==> config.mk <==
export PLATFORM = sky130hd
export DESIGN_NAME = strobe_divn_flat
export DESIGN_NICKNAME = d
export VERILOG_FILES = /design/src/rtl/strobe_divn_pkg.sv /design/src/rtl/strobe_divn_if.sv /design/src/rtl/strobe_divn_ch.sv /design/src/rtl/strobe_divn.sv /design/src/flat_wrapper.sv
export SDC_FILE = /design/constraint.sdc
export NUM_CORES = 1
export LEC_CHECK = 0
export CAP_MARGIN = 10
export CORE_AREA = 2 2 195 197
export CTS_CLUSTER_DIAMETER = 40
export DETAILED_ROUTE_END_ITERATION = 10
export DIE_AREA = 0 0 197 199
export RECOVER_POWER = 100
export SLEW_MARGIN = 30
export SYNTH_ARGS = -nofsm -noshare
export SYNTH_HDL_FRONTEND = slang
export SYNTH_SLANG_ARGS = --single-unit
export TNS_END_PERCENT = 30
==> constraint.sdc <==
create_clock -name i_clk -period 9.45 [get_ports i_clk]
set_input_delay 0.945 -clock i_clk [delete_from_list [all_inputs] [get_ports i_clk]]
set_output_delay 0.945 -clock i_clk [all_outputs]
set_load 0.02 [all_outputs]
==> src/rtl/strobe_divn_pkg.sv <==
// Shared types and parameter limits for the strobe_divn divider slice.
// Channel state is kept at the maximum width; bits above WIDTH stay zero and synthesis prunes them.
package strobe_divn_pkg;

   localparam int unsigned MIN_NUM_CH = 1;
   localparam int unsigned MAX_NUM_CH = 16;
   localparam int unsigned MIN_WIDTH  = 2;
   localparam int unsigned MAX_WIDTH  = 32;

   typedef logic [MAX_WIDTH-1:0] cnt_t;

   typedef struct packed {
      cnt_t div;   // active divisor
      cnt_t cnt;   // position within the current period
      cnt_t pdiv;  // divisor waiting to be applied
      logic pend;
   } ch_state_t;

   function automatic int unsigned ch_idx_width(input int unsigned n);
      return (n > 1) ? $clog2(n) : 1;
   endfunction

endpackage

==> src/rtl/strobe_divn_if.sv <==
// Divisor write handshake between a configuration master and strobe_divn.
interface strobe_divn_if
   import strobe_divn_pkg::*;
#(
   parameter int unsigned NUM_CH = 4,
   parameter int unsigned WIDTH  = 16
);

   localparam int unsigned CH_W = ch_idx_width(NUM_CH);

   logic            i_wr_valid;
   logic [CH_W-1:0] i_wr_ch;
   logic [WIDTH-1:0] i_wr_div;
   logic            o_wr_ready;

   modport master (
      output i_wr_valid,
      output i_wr_ch,
      output i_wr_div,
      input  o_wr_ready
   );

   modport slave (
      input  i_wr_valid,
      input  i_wr_ch,
      input  i_wr_div,
      output o_wr_ready
   );

endinterface

==> src/rtl/strobe_divn_ch.sv <==
// One strobe channel: period counter, registered strobe and a single-entry pending divisor.
// STROBE_DIVN_COUNT_OUT_EN exposes the counter on o_cnt.
module strobe_divn_ch
   import strobe_divn_pkg::*;
#(
   parameter int unsigned WIDTH       = 16,
   parameter int unsigned DEFAULT_DIV = 2
) (
   input  logic             i_clk,
   input  logic             i_reset_n,
   input  logic             i_en,
   input  logic             i_sync,
   input  logic             i_wr_take,
   input  logic [WIDTH-1:0] i_wr_div,
   output logic             o_strobe,
   output logic             o_pend
`ifdef STROBE_DIVN_COUNT_OUT_EN
   ,
   output logic [WIDTH-1:0] o_cnt
`endif
);

   localparam ch_state_t RESET_STATE = '{
      div:  cnt_t'(DEFAULT_DIV),
      cnt:  '0,
      pdiv: '0,
      pend: 1'b0
   };

   ch_state_t state_q, state_d;
   logic      strobe_q, strobe_d;
   logic      wrap;
   logic      apply;

   always_comb begin
      state_d  = state_q;
      strobe_d = 1'b0;
      wrap     = i_en && !i_sync && (state_q.cnt >= state_q.div - cnt_t'(1));
      apply    = state_q.pend && (i_sync || !i_en || wrap);

      if (i_sync) begin
         state_d.cnt = '0;
      end else if (i_en) begin
         if (wrap) begin
            state_d.cnt = '0;
            strobe_d    = 1'b1;
         end else begin
            state_d.cnt = state_q.cnt + cnt_t'(1);
         end
      end

      // Apply before capturing a new write so a same-cycle write becomes the next pending value.
      if (apply) begin
         state_d.div  = state_q.pdiv;
         state_d.cnt  = '0;
         state_d.pend = 1'b0;
      end

      if (i_wr_take) begin
         state_d.pdiv = cnt_t'(i_wr_div);
         state_d.pend = 1'b1;
      end
   end

   always_ff @(posedge i_clk or negedge i_reset_n) begin
      if (!i_reset_n) begin
         state_q  <= RESET_STATE;
         strobe_q <= 1'b0;
      end else begin
         state_q  <= state_d;
         strobe_q <= strobe_d;
      end
   end

   assign o_strobe = strobe_q;
   assign o_pend   = state_q.pend;

`ifdef STROBE_DIVN_COUNT_OUT_EN
   assign o_cnt = state_q.cnt[WIDTH-1:0];
`endif

endmodule

==> src/rtl/strobe_divn.sv <==
// Multi-channel programmable strobe divider: write decode, sticky zero-divisor error, channel array.
// Define STROBE_DIVN_COUNT_OUT_EN to add o_count exposing every channel counter.
module strobe_divn
   import strobe_divn_pkg::*;
#(
   parameter int unsigned NUM_CH      = 4,
   parameter int unsigned WIDTH       = 16,
   parameter int unsigned DEFAULT_DIV = 2
) (
   input  logic              i_clk,
   input  logic              i_reset_n,
   input  logic [NUM_CH-1:0] i_en,
   input  logic              i_sync,
   strobe_divn_if.slave      wr_if,
   input  logic              i_err_clr,
   output logic [NUM_CH-1:0] o_strobe,
   output logic              o_err
`ifdef STROBE_DIVN_COUNT_OUT_EN
   ,
   output logic [NUM_CH*WIDTH-1:0] o_count
`endif
);

   localparam int unsigned CH_W = ch_idx_width(NUM_CH);

   if (NUM_CH < MIN_NUM_CH || NUM_CH > MAX_NUM_CH) begin : g_bad_num_ch
      $error("strobe_divn: NUM_CH=%0d out of range", NUM_CH);
   end
   if (WIDTH < MIN_WIDTH || WIDTH > MAX_WIDTH) begin : g_bad_width
      $error("strobe_divn: WIDTH=%0d out of range", WIDTH);
   end
   if (DEFAULT_DIV == 0 || 64'(DEFAULT_DIV) > ((64'd1 << WIDTH) - 64'd1)) begin : g_bad_default_div
      $error("strobe_divn: DEFAULT_DIV=%0d out of range", DEFAULT_DIV);
   end

   logic [NUM_CH-1:0] hit;
   logic [NUM_CH-1:0] pend;
   logic [NUM_CH-1:0] take;
   logic              wr_ready;
   logic              accept;
   logic              zero_wr;
   logic              err_q, err_d;

   for (genvar c = 0; c < NUM_CH; c++) begin : g_hit
      assign hit[c] = (wr_if.i_wr_ch == CH_W'(c));
   end

   // Out-of-range channel indices match no hit bit, so they are always ready and silently dropped.
   always_comb begin
      wr_ready = !(|(hit & pend));
      accept   = wr_if.i_wr_valid && wr_ready;
      zero_wr  = accept && (wr_if.i_wr_div == '0);
      take     = hit & {NUM_CH{accept && !zero_wr}};

      err_d = err_q;
      if (i_err_clr) begin
         err_d = 1'b0;
      end
      if (zero_wr) begin
         err_d = 1'b1;
      end
   end

   always_ff @(posedge i_clk or negedge i_reset_n) begin
      if (!i_reset_n) begin
         err_q <= 1'b0;
      end else begin
         err_q <= err_d;
      end
   end

   assign wr_if.o_wr_ready = wr_ready;
   assign o_err            = err_q;

   for (genvar c = 0; c < NUM_CH; c++) begin : g_ch
      strobe_divn_ch #(
         .WIDTH       (WIDTH),
         .DEFAULT_DIV (DEFAULT_DIV)
      ) u_ch (
         .i_clk     (i_clk),
         .i_reset_n (i_reset_n),
         .i_en      (i_en[c]),
         .i_sync    (i_sync),
         .i_wr_take (take[c]),
         .i_wr_div  (wr_if.i_wr_div),
         .o_strobe  (o_strobe[c]),
         .o_pend    (pend[c])
`ifdef STROBE_DIVN_COUNT_OUT_EN
         ,
         .o_cnt     (o_count[c*WIDTH +: WIDTH])
`endif
      );
   end

endmodule

==> src/flat_wrapper.sv <==
// flat-port wrapper written by rule: the top's interface ports become plain ports
module strobe_divn_flat import strobe_divn_pkg::*;
#(
   parameter int unsigned NUM_CH      = 4,
   parameter int unsigned WIDTH       = 16,
   parameter int unsigned DEFAULT_DIV = 2
)
  (i_clk, i_reset_n, i_en, i_sync, i_err_clr, o_strobe, o_err, wr_if_i_wr_valid, wr_if_i_wr_ch, wr_if_i_wr_div, wr_if_o_wr_ready);
  strobe_divn_if #(.NUM_CH(NUM_CH), .WIDTH(WIDTH)) wr_if_i ();
  input  logic i_clk;
  input  logic i_reset_n;
  input  logic [NUM_CH-1:0] i_en;
  input  logic i_sync;
  input  logic i_err_clr;
  output logic [NUM_CH-1:0] o_strobe;
  output logic o_err;
  input wire logic [$bits(wr_if_i.i_wr_valid)-1:0] wr_if_i_wr_valid;
  input wire logic [$bits(wr_if_i.i_wr_ch)-1:0] wr_if_i_wr_ch;
  input wire logic [$bits(wr_if_i.i_wr_div)-1:0] wr_if_i_wr_div;
  output wire logic [$bits(wr_if_i.o_wr_ready)-1:0] wr_if_o_wr_ready;
  assign wr_if_i.i_wr_valid = wr_if_i_wr_valid;
  assign wr_if_i.i_wr_ch = wr_if_i_wr_ch;
  assign wr_if_i.i_wr_div = wr_if_i_wr_div;
  assign wr_if_o_wr_ready = wr_if_i.o_wr_ready;
  strobe_divn #(.NUM_CH(NUM_CH), .WIDTH(WIDTH), .DEFAULT_DIV(DEFAULT_DIV)) u_core (.i_clk(i_clk), .i_reset_n(i_reset_n), .i_en(i_en), .i_sync(i_sync), .wr_if(wr_if_i), .i_err_clr(i_err_clr), .o_strobe(o_strobe), .o_err(o_err));
endmodule
==> results_dict.tcl, run 1 <==
set metrics [dict create \
    slew_at_the_pin_closest_to_its_max_slew_limit_ns 6.18 \
    vias_in_the_first_global_route 12700 \
    synth_fp_nets 1770 \
    num-fill-cells 3428 \
    most_used_cells_in_the_layout_excluding_fill_and_tap_cells "dfrtp_1, nand2_1, ha_1" \
    maxSlewViolCount 233 \
    ff2ff_path_depth 12 \
    num_io_pins 33 \
    layout.cells.most_common "dfrtp_1" \
    finalCriticalPeriod_ns 6.84 \
    core_region_area_mm2 0.0371 \
    dp_slack_ns 4.13 \
    timing.final.crit_share_pct 72.4 \
    finalWeightedCongestion 0.790 \
    power_density_mw_per_mm2 215 \
    chipHeight_um 199 \
    syn-instance-count 1607 \
    tritoncts.num_buffers 49 \
    timing.hold.worst_endpoint "u_core.g_ch[1].u_ch.state_q[72]" \
    timing.max_slew.rel_slack_pct -312 \
    clock-root-buffer "clkbuf_16" \
    critical_path_required_ns 9.87 \
    worst_clock_skew_ns 0.0261 \
    route.met2.wl_um 18100 \
    die_area_mm2 0.0392 \
    synth_seq_area_share_pct 40.1 \
    final_layout_size_suffix_gt1_share_pct 13.3 \
    floorplan.die.width_um 197 \
    syn_to_final_growth_pct 12.8 \
    cts.htree.levels 2 \
    cts_hold_repair.buffers 0 \
    worstSetupStartpointType "flop" \
    cp_num_buf_inv 0 \
    timing.critical_path.mode_cell "a21o_1" \
    pre_repair_dr_iteration_count 5 \
    met1Wirelength_um 18200 \
    total_leakage_power_uw 0.00797 \
    violations "capacitance limit, slew limit" \
    power.ir.vdd_worst_mv 0.132 \
    slowest_stage "o21ai_0" \
    syn-mean-instance-area_um2 10.3 \
    initial_utilization_pct 44.6 \
    critical-path-max-stage-delay_ns 2.04 \
    crit_fanout 24 \
    yosysWarningCount 0 \
    timing_worst_setup_path_type "reg -> reg" \
    setup.reg_to_reg.worst_slack_ns 2.61 \
    hold_depth 1 \
    worst_setup_end_kind "flop" \
    number_of_flops_mapped_to_enable_cells_by_yosys 0 \
    antenna_found_initial 1 \
    clk_latency_ns 0.57 \
    outcome "finished with violations" \
    timing.fmax_ghz 0.146 \
    globalRouteOverflowTotal 0 \
    crit-reg2reg-capture "u_core.g_ch[1].u_ch.state_q[69]" \
    met3WireLength_um 1410 \
    sink_count_of_the_clock_tree 265 \
    detailroute.via_count 12700 \
    detailed_place_hpwl_um 26500 \
    fin_setup_tns_ns 0 \
    synth.ff_latch_count 265 \
    setup_viol 0 \
    detail_route.drc_violations 0 \
    cap_viol_max_count 6 \
    postRouteAntennaNets 0 \
    synth.cell_area_mm2 0.0166 \
    synth.lib_cells_used.distinct 76 \
    critPathArrivalTime_ns 7.26 \
    grt_setup_unrepaired "no" \
    rr_startpoint "u_core.g_ch[1].u_ch.state_q[73]" \
    path_delay_family "compound AO/OA/AOI/OAI gates" \
    hold_class "reg -> reg" \
    cts_resized 0 \
    grt_start_max_net_pins 111 \
    finalNetCount 1810 \
    cts.reportedPaths.clkPinSlew_ns 0.05 \
    post_cts_setup_buffer_count 0 \
    timing.final.ws_setup_ns 2.61 \
    synth_top_flop_cell "dfrtp_1" \
    fp-row-count 71 \
    path_cells "or4_1 > nor3_1 > nand2_1 > or3_1 > ha_1 > a21o_1 > a21o_1 > a21o_1 > a2111oi_0 > nand2_1 > o21ai_0 > mux2_2" \
    max-clock-path-buffers 3 \
    diodes 0 \
    buffer_ports.inserted 32 \
    synth-async-reset-ratio_pct 100 \
    wire_length_of_the_first_global_routing_pass_um 65600 \
    detail_route.vias_per_cell 5.89 \
    holdCritStartpoint "u_core.g_ch[1].u_ch.state_q[8]" \
    highest_layer "met4" \
    wl_per_cell_um 18.0 \
    tritoncts "built" \
    totalWireLength_um 38800 \
    initialDrtViolationCount 785 \
    global_route_usage_sum_pct 20.6 \
    finalHoldViolations 0 \
]
-- report_power, final --
| group | total, µW | internal, µW | switching [µW] |
|---|---|---|---|
| logic | 749 | 396 | 353 |
| clock network | 1740 | 1100 | 636 |
| registers | 1520 | 1330 | 189 |
-- flip-flops by register name, summed over array words and instances (netlist names) --
name                       cells
u_core.g_ch.u_ch.o_pend        4
u_core.o_err                   1
u_core.g_ch.u_ch.state_q     256
u_core.g_ch.u_ch.o_strobe      4
-- how the worst max path moves through the flow --
stage / startpoint / to / cells past startpoint
3_5_place_dp: u_core.g_ch[2].u_ch.state_q[73] / u_core.g_ch[2].u_ch.state_q[48] / 14
2_1_floorplan: u_core.g_ch[2].u_ch.state_q[73] / u_core.g_ch[2].u_ch.state_q[71] / 14
6_report: u_core.g_ch[1].u_ch.state_q[73] / u_core.g_ch[1].u_ch.state_q[69] / 12
4_1_cts: u_core.g_ch[2].u_ch.state_q[73] / u_core.g_ch[2].u_ch.state_q[48] / 14
5_1_grt: u_core.g_ch[1].u_ch.state_q[70] / u_core.g_ch[1].u_ch.state_q[67] / 13
3_3_place_gp: u_core.g_ch[2].u_ch.state_q[73] / u_core.g_ch[2].u_ch.state_q[47] / 14
-- per-stage QoR --
step	hold slack (ns)	utilization, %	instance area [µm²]	cells	power, µW
global route	0.497	50.3	18700	2157	4250
global placement	0.461	46.5	17300	2070	2270
CTS	0.457	50.9	18900	2157	4090
detailed placement	0.473	46.5	17300	2070	2310
floorplan	0.452	-	16600	1607	2090
finish	0.458	50.3	18700	2157	4010
-- kinds of logic (layout without fill, tap and decap cells) --
logic type	after synthesis	after routing	share of synthesized area (%)
buffers and inverters	101	177	3.08
flip-flops	265	265	40.1
AO/OA/AOI/OAI	307	307	14.3
AND/OR/NAND/NOR	594	594	18.8
multiplexers	138	138	9.85
adder cells (fa/ha/maj)	136	136	10.3
XOR/XNOR	66	66	3.49
-- synth_stat cells (all sizes together) (6+ instances only) --
| cell type | n | area share (%) |
|---|---|---|
| a2111oi | 11 | 0.88 |
| a21o | 36 | 1.6 |
| a21oi | 45 | 1.4 |
| a22o | 11 | 0.58 |
| a2bb2oi | 6 | 0.32 |
| a31oi | 30 | 1.1 |
| and2 | 11 | 0.42 |
| and3 | 27 | 1.0 |
| and4 | 16 | 0.85 |
| buf | 35 | 1.6 |
| clkbuf | 24 | 0.54 |
| dfrtp | 261 | 39 |
| ha | 136 | 10 |
| inv | 42 | 0.95 |
| mux2 | 129 | 9.2 |
| mux2i | 8 | 0.48 |
| nand2 | 165 | 3.9 |
| nand2b | 11 | 0.46 |
| nand3 | 87 | 2.7 |
| nand3b | 7 | 0.34 |
| nand4 | 79 | 3.0 |
| nor2 | 61 | 1.4 |
| nor2b | 11 | 0.42 |
| nor3 | 39 | 1.2 |
| nor4 | 26 | 0.98 |
| o21a | 8 | 0.36 |
| o21ai | 50 | 1.8 |
| o21bai | 6 | 0.27 |
| o22ai | 6 | 0.23 |
| o311ai | 46 | 3.0 |
| o31ai | 14 | 0.64 |
| or2 | 9 | 0.34 |
| or3 | 27 | 1.0 |
| or4 | 8 | 0.36 |
| xnor2 | 41 | 2.2 |
| xor2 | 25 | 1.3 |
-- per-layer routing --
layer,up-vias,track usage (%)
met1,6179,27.5
met2,210,33.7
met3,74,3.70
met5,-,0
li1,6231,-
met4,0,7.30
-- worst register-to-register path, stage by stage, from the launching register on --
cell and delay, ns:
dfrtp_1 0.40, or4_1 0.60, nor3_1 0.22, nand2_1 0.10, or3_1 0.62, ha_1 0.43
a21o_1 0.16, a21o_1 0.16, a21o_1 0.17, a2111oi_0 0.65, nand2_1 0.70, o21ai_0 2.05
mux2_2 0.46
-- cell type report --
type                    count  area (µm²)  share of cell area, %
clock inverters            30         335                   1.80
well taps                 474         593                   3.18
repair buffers             48         419                   2.25
clock buffers              57        1300                   6.94
multi-input cells        1241        9230                   49.4
flip-flops and latches    265        6640                   35.5
inverters                  42         158                  0.845
Note: power is estimated with default switching activity, not from simulation.
==> run 2, diff against run 1 <==
==> constraint.sdc (replaced) <==
create_clock -name i_clk -period 6.6 [get_ports i_clk]
set_input_delay 0.66 -clock i_clk [delete_from_list [all_inputs] [get_ports i_clk]]
set_output_delay 0.66 -clock i_clk [all_outputs]
set_load 0.02 [all_outputs]
==> results_dict.tcl, run 2 (synthesis gave the netlist of run 1 again) <==
set metrics [dict create \
    path_cells "nor4_1 > nand2_1 > nor3_1 > nand2_1 > or3_1 > ha_1 > nand4_1 > nor3_1 > nand2_1 > a221oi_1 > clkbuf_1 > o31ai_1 > mux2_2" \
    globalRouteOverflowTotal 0 \
    critPathArrivalTime_ns 5.99 \
    design_area_mm2 0.0189 \
    cts_resized 0 \
    die_area_mm2 0.0392 \
    global_route_usage_sum_pct 20.6 \
    slew_at_the_pin_closest_to_its_max_slew_limit_ns 4.88 \
    setup.reg_to_reg.worst_slack_ns 1.05 \
    cts_hold_repair.buffers 0 \
    timing.max_slew.rel_slack_pct -225 \
    cts.htree.levels 2 \
    detailed_place_hpwl_um 26000 \
    largest-register "u_core.g_ch.u_ch.state_q" \
    pre_repair_dr_iteration_count 5 \
    grt_setup_unrepaired "no" \
    violations "capacitance limit, slew limit" \
    detail_route.drc_violations 0 \
    critical-path-max-stage-delay_ns 1.20 \
    timing.critical_path.mode_cell "nand2_1" \
    chipHeight_um 199 \
    total_leakage_power_uw 0.00804 \
    ff2ff_path_depth 13 \
    finalHoldViolations 0 \
    syn_to_final_growth_pct 14.2 \
    detailroute.via_count 12800 \
    hold_depth 1 \
    dp_slack_ns 1.30 \
    postRouteAntennaNets 0 \
    grt_start_max_net_pins 181 \
    crit_fanout 16 \
    cts.reportedPaths.clkPinSlew_ns 0.06 \
    worst_clock_skew_ns 0.0406 \
    finalNetCount 1813 \
    finalCoreUtilization_pct 50.9 \
    placement.cell_area_mm2 0.0173 \
    layout.cells.most_common "dfrtp_1" \
    outcome "finished with violations" \
    largest_register_ff_count 256 \
    power_density_mw_per_mm2 317 \
    initialDrtViolationCount 694 \
    globalRouteMet2Util_pct 32.7 \
    num_io_pins 33 \
    hold_class "reg -> reg" \
    power.ir.vdd_worst_mv 0.192 \
    core_region_area_mm2 0.0371 \
    timing.final.ws_setup_ns 1.05 \
    floorplan.die.width_um 197 \
    num-fill-cells 3368 \
    critical_path_required_ns 7.04 \
    clock-root-buffer "clkbuf_16" \
    maxSlewViolCount 146 \
    wl_per_cell_um 18.1 \
    max-clock-path-buffers 3 \
    cap_viol_max_count 3 \
    tritoncts "built" \
    antenna_found_initial 0 \
    grt-busiest-layer "met2" \
    post_cts_setup_buffer_count 0 \
    finalCriticalPeriod_ns 5.55 \
    grt_use_met1_pct 28.3 \
    fin_setup_tns_ns 0 \
    timing.final.crit_share_pct 84.1 \
    initial_utilization_pct 44.6 \
    tritoncts.num_buffers 52 \
    detail_route.vias_per_cell 5.90 \
    wire_length_of_the_first_global_routing_pass_um 65400 \
    finalWeightedCongestion 0.839 \
    worst_setup_end_kind "flop" \
    clk_latency_ns 0.59 \
    buffer_ports.inserted 32 \
    slowest_stage "a221oi_1" \
    totalWireLength_um 39200 \
    setup_viol 0 \
    timing_worst_setup_path_type "reg -> reg" \
    final_layout_size_suffix_gt1_share_pct 13.4 \
    worst_hold_slack_ns 0.453 \
    timing.fmax_ghz 0.180 \
    most_used_cells_in_the_layout_excluding_fill_and_tap_cells "dfrtp_1, nand2_1, ha_1" \
    worstSetupStartpointType "flop" \
    fp-row-count 71 \
    diodes 0 \
    vias_in_the_first_global_route 12500 \
    groute.layer.met3.usage_pct 3.61 \
    sink_count_of_the_clock_tree 265 \
]
## run 2: metal layers
| layer | vias to the layer above | wire (µm) | share of wire [%] |
|---|---|---|---|
| li1 | 6235 | - | - |
| met1 | 6265 | 18700 | 48 |
| met2 | 209 | 17900 | 46 |
| met3 | 84 | 1430 | 3.6 |
| met4 | 0 | 1140 | 2.9 |
| met5 | - | 0 | 0 |
## run 2: layout make-up
class	instances	area (µm²)	area share [%]
Multi-Input combinational cell	1241	9230	48.8
Clock inverter	36	434	2.30
Clock buffer	62	1400	7.41
Timing Repair Buffer	48	452	2.39
Sequential cell	265	6640	35.1
Inverter	42	158	0.834
Tap cell	474	593	3.14
## run 2: worst max-delay path: cells and delay by family, from the launching register on
| family | cells | cell delay (ns) |
|---|---|---|
| AO/OA/AOI/OAI | 2 | 1.38 |
| adder cells (fa/ha/maj) | 1 | 0.45 |
| buffers and inverters | 1 | 0.63 |
| flip-flops | 1 | 0.43 |
| multiplexers | 1 | 0.29 |
| AND/OR/NAND/NOR | 8 | 2.21 |
## run 2: report_power, final
group          total [µW]  leakage, µW  switching [µW]  internal [µW]
logic                1050      0.00374             503            550
clock network        2760     0.000873             975           1780
registers            2180      0.00343             269           1910
## run 2: final timing paths
| path | from | endpoint |
|---|---|---|
| setup / recovery | u_core.g_ch[1].u_ch.state_q[69] | u_core.g_ch[1].u_ch.state_q[54] |
| hold / removal | u_core.g_ch[1].u_ch.state_q[10] | u_core.g_ch[1].u_ch.state_q[74] |
| setup reg to reg | u_core.g_ch[1].u_ch.state_q[69] | u_core.g_ch[1].u_ch.state_q[54] |
| hold reg to reg | u_core.g_ch[1].u_ch.state_q[10] | u_core.g_ch[1].u_ch.state_q[74] |
| max in group asynchronous | i_reset_n | u_core.g_ch[1].u_ch.state_q[7] |
| min in group asynchronous | i_reset_n | u_core.g_ch[1].u_ch.state_q[47] |
## run 2: metrics by stage
stage,cells,power [µW]
after floorplan,1607,3000
after global placement,2068,3250
after detailed placement,2068,3300
after CTS,2166,6110
after global routing,2168,6320
final,2168,5990
==> run 3, diff against run 2 <==
==> constraint.sdc (replaced) <==
create_clock -name i_clk -period 4.58 [get_ports i_clk]
set_input_delay 0.458 -clock i_clk [delete_from_list [all_inputs] [get_ports i_clk]]
set_output_delay 0.458 -clock i_clk [all_outputs]
set_load 0.02 [all_outputs]
==> results_dict.tcl, run 3 (synthesis gave the netlist of run 1 again) <==
set metrics [dict create \
    violations "capacitance limit, slew limit" \
    cp_num_buf_inv 2 \
    worst_setup_end_kind "flop" \
    fp-row-count 71 \
    antenna_found_initial 0 \
    cts.reportedPaths.clkPinSlew_ns 0.06 \
    buffer_ports.inserted 32 \
    total_leakage_power_uw 0.00830 \
    totalWireLength_um 38900 \
    critical_path_required_ns 5.01 \
    final_cells 2183 \
    clk_latency_ns 0.57 \
    slowest_stage "dfrtp_1" \
    hold_class "in -> reg" \
    crit_fanout 22 \
    final_layout_size_suffix_gt1_share_pct 17.0 \
    layout.cells.most_common "dfrtp_1" \
    detail_route.drc_violations 0 \
    initial_utilization_pct 44.6 \
    timing.fmax_ghz 0.231 \
    rr_startpoint "u_core.g_ch[3].u_ch.state_q[70]" \
    initialDrtViolationCount 758 \
    path_delay_family "simple AND/OR/NAND/NOR gates" \
    power.ir.vdd_worst_mv 0.234 \
    largest_register_ff_count 256 \
    path_cells "nor4_2 > nand2_1 > nor3_2 > nand2b_1 > or2_2 > or3_1 > buf_4 > ha_1 > a21o_1 > a21o_1 > a21oi_1 > a21bo_1 > o21ai_2 > nand2_1 > buf_4 > o311ai_0" \
    holdCritStartpoint "i_err_clr" \
    vias_in_the_first_global_route 12600 \
    timing.max_slew.rel_slack_pct -72.5 \
    detailed_place_hpwl_um 26700 \
    power_density_mw_per_mm2 444 \
    grt_start_max_net_pins 103 \
    core_region_area_mm2 0.0371 \
    die_area_mm2 0.0392 \
    post_cts_setup_buffer_count 0 \
    tritoncts "built" \
    slew_at_the_pin_closest_to_its_max_slew_limit_ns 2.59 \
    outcome "finished with violations" \
    crit-reg2reg-capture "u_core.g_ch[3].u_ch.state_q[39]" \
    global_route_usage_sum_pct 20.5 \
    max-clock-path-buffers 3 \
    clock-root-buffer "clkbuf_16" \
    chipHeight_um 199 \
    floorplan.die.width_um 197 \
    syn_to_final_growth_pct 16.0 \
    finalCriticalPeriod_ns 4.33 \
    largest-register "u_core.g_ch.u_ch.state_q" \
    cts.htree.levels 2 \
    worst_clock_skew_ns 0.0164 \
    detail_route.vias_per_cell 5.84 \
    dpl.cell_count 2091 \
    p_total_uw 8520 \
    timing.final.crit_share_pct 94.5 \
    design_area_mm2 0.0192 \
    ff2ff_path_depth 16 \
    hold_depth 2 \
    critPathArrivalTime_ns 4.76 \
    wl_per_cell_um 17.8 \
    cap_viol_max_count 1 \
    timing.hold.worst_endpoint "u_core.o_err" \
    wire_length_of_the_first_global_routing_pass_um 65700 \
    globalRouteOverflowTotal 0 \
    num_io_pins 33 \
    pre_repair_dr_iteration_count 5 \
    dp_slack_ns 0.155 \
    finalHoldViolations 0 \
    sink_count_of_the_clock_tree 265 \
    num-fill-cells 3292 \
    timing.final.ws_setup_ns 0.250 \
    most_used_cells_in_the_layout_excluding_fill_and_tap_cells "dfrtp_1, nand2_1, ha_1" \
    setup_viol 0 \
    diodes 0 \
    finalWeightedCongestion 0.802 \
    timing_worst_setup_path_type "reg -> reg" \
    detailroute.via_count 12800 \
    postRouteAntennaNets 0 \
    finalNetCount 1832 \
    tritoncts.num_buffers 49 \
    critical-path-max-stage-delay_ns 0.41 \
    setup.reg_to_reg.worst_slack_ns 0.25 \
    placement.cell_area_mm2 0.0175 \
    worstSetupStartpointType "flop" \
    maxSlewViolCount 103 \
]
==> run 3: cell types whose count changed in the layout (fill, tap and decap cells not counted), moves of 3 or more <==
cell        delta
o311ai_0      -42
o311ai_1      +29
buf_4         +21
mux2_4        +18
mux2_1        -17
o311ai_2      +13
clkbuf_1       -8
inv_6          +6
clkinvlp_4     -5
clkbuf_16      -4
clkinv_4       +4
nand2_1        -3
==> run 3: worst max-delay path by stage <==
stage	start	endpoint	cells after the start
detailed placement	u_core.g_ch[1].u_ch.state_q[73]	u_core.g_ch[1].u_ch.state_q[59]	11
floorplan	u_core.g_ch[2].u_ch.state_q[73]	u_core.g_ch[2].u_ch.state_q[71]	14
global route	u_core.g_ch[3].u_ch.state_q[70]	u_core.g_ch[3].u_ch.state_q[39]	16
global placement	u_core.g_ch[1].u_ch.state_q[73]	u_core.g_ch[1].u_ch.state_q[59]	11
finish	u_core.g_ch[3].u_ch.state_q[70]	u_core.g_ch[3].u_ch.state_q[39]	16
CTS	u_core.g_ch[2].u_ch.state_q[73]	u_core.g_ch[2].u_ch.state_q[65]	15
==> run 3: report_power, final <==
part	internal, µW	switching [µW]	total [µW]	leakage [µW]
Clock	2370	1390	3760	0.000829
Sequential	2750	402	3150	0.00343
Combinational	860	744	1600	0.00404
==> run 3: metrics by stage <==
stage               utilization [%]   TNS, ns  hold WS (ns)
finish                         51.7         0         0.475
CTS                            51.7         0         0.437
global placement               47.1         0         0.463
detailed placement             47.1         0         0.468
global route                   51.7  -0.00695         0.459
floorplan                         -         0         0.162
==> run 3: metal layers <==
metal | share of wire (%) | routed length (µm) | track usage (%)
met1 | 46 | 18000 | 27.2
met2 | 48 | 18700 | 33.8
met3 | 3.7 | 1420 | 4.00
met4 | 2.1 | 807 | 6.54
met5 | 0 | 0 | 0
==> run 3: cell type report <==
type	count	area, µm²	area share, %
inverters	42	158	0.821
clock buffers	55	1290	6.72
flip-flops and latches	265	6640	34.6
multi-input cells	1241	9480	49.4
repair buffers	70	626	3.26
well taps	474	593	3.09
clock inverters	36	422	2.20
==> run 3: what timing repair did <==
action,in CTS,in global routing
hold buffers,1,0
resized for setup,0,14
endpoints found under the setup margin,0,155
endpoints found under the hold margin,98,0
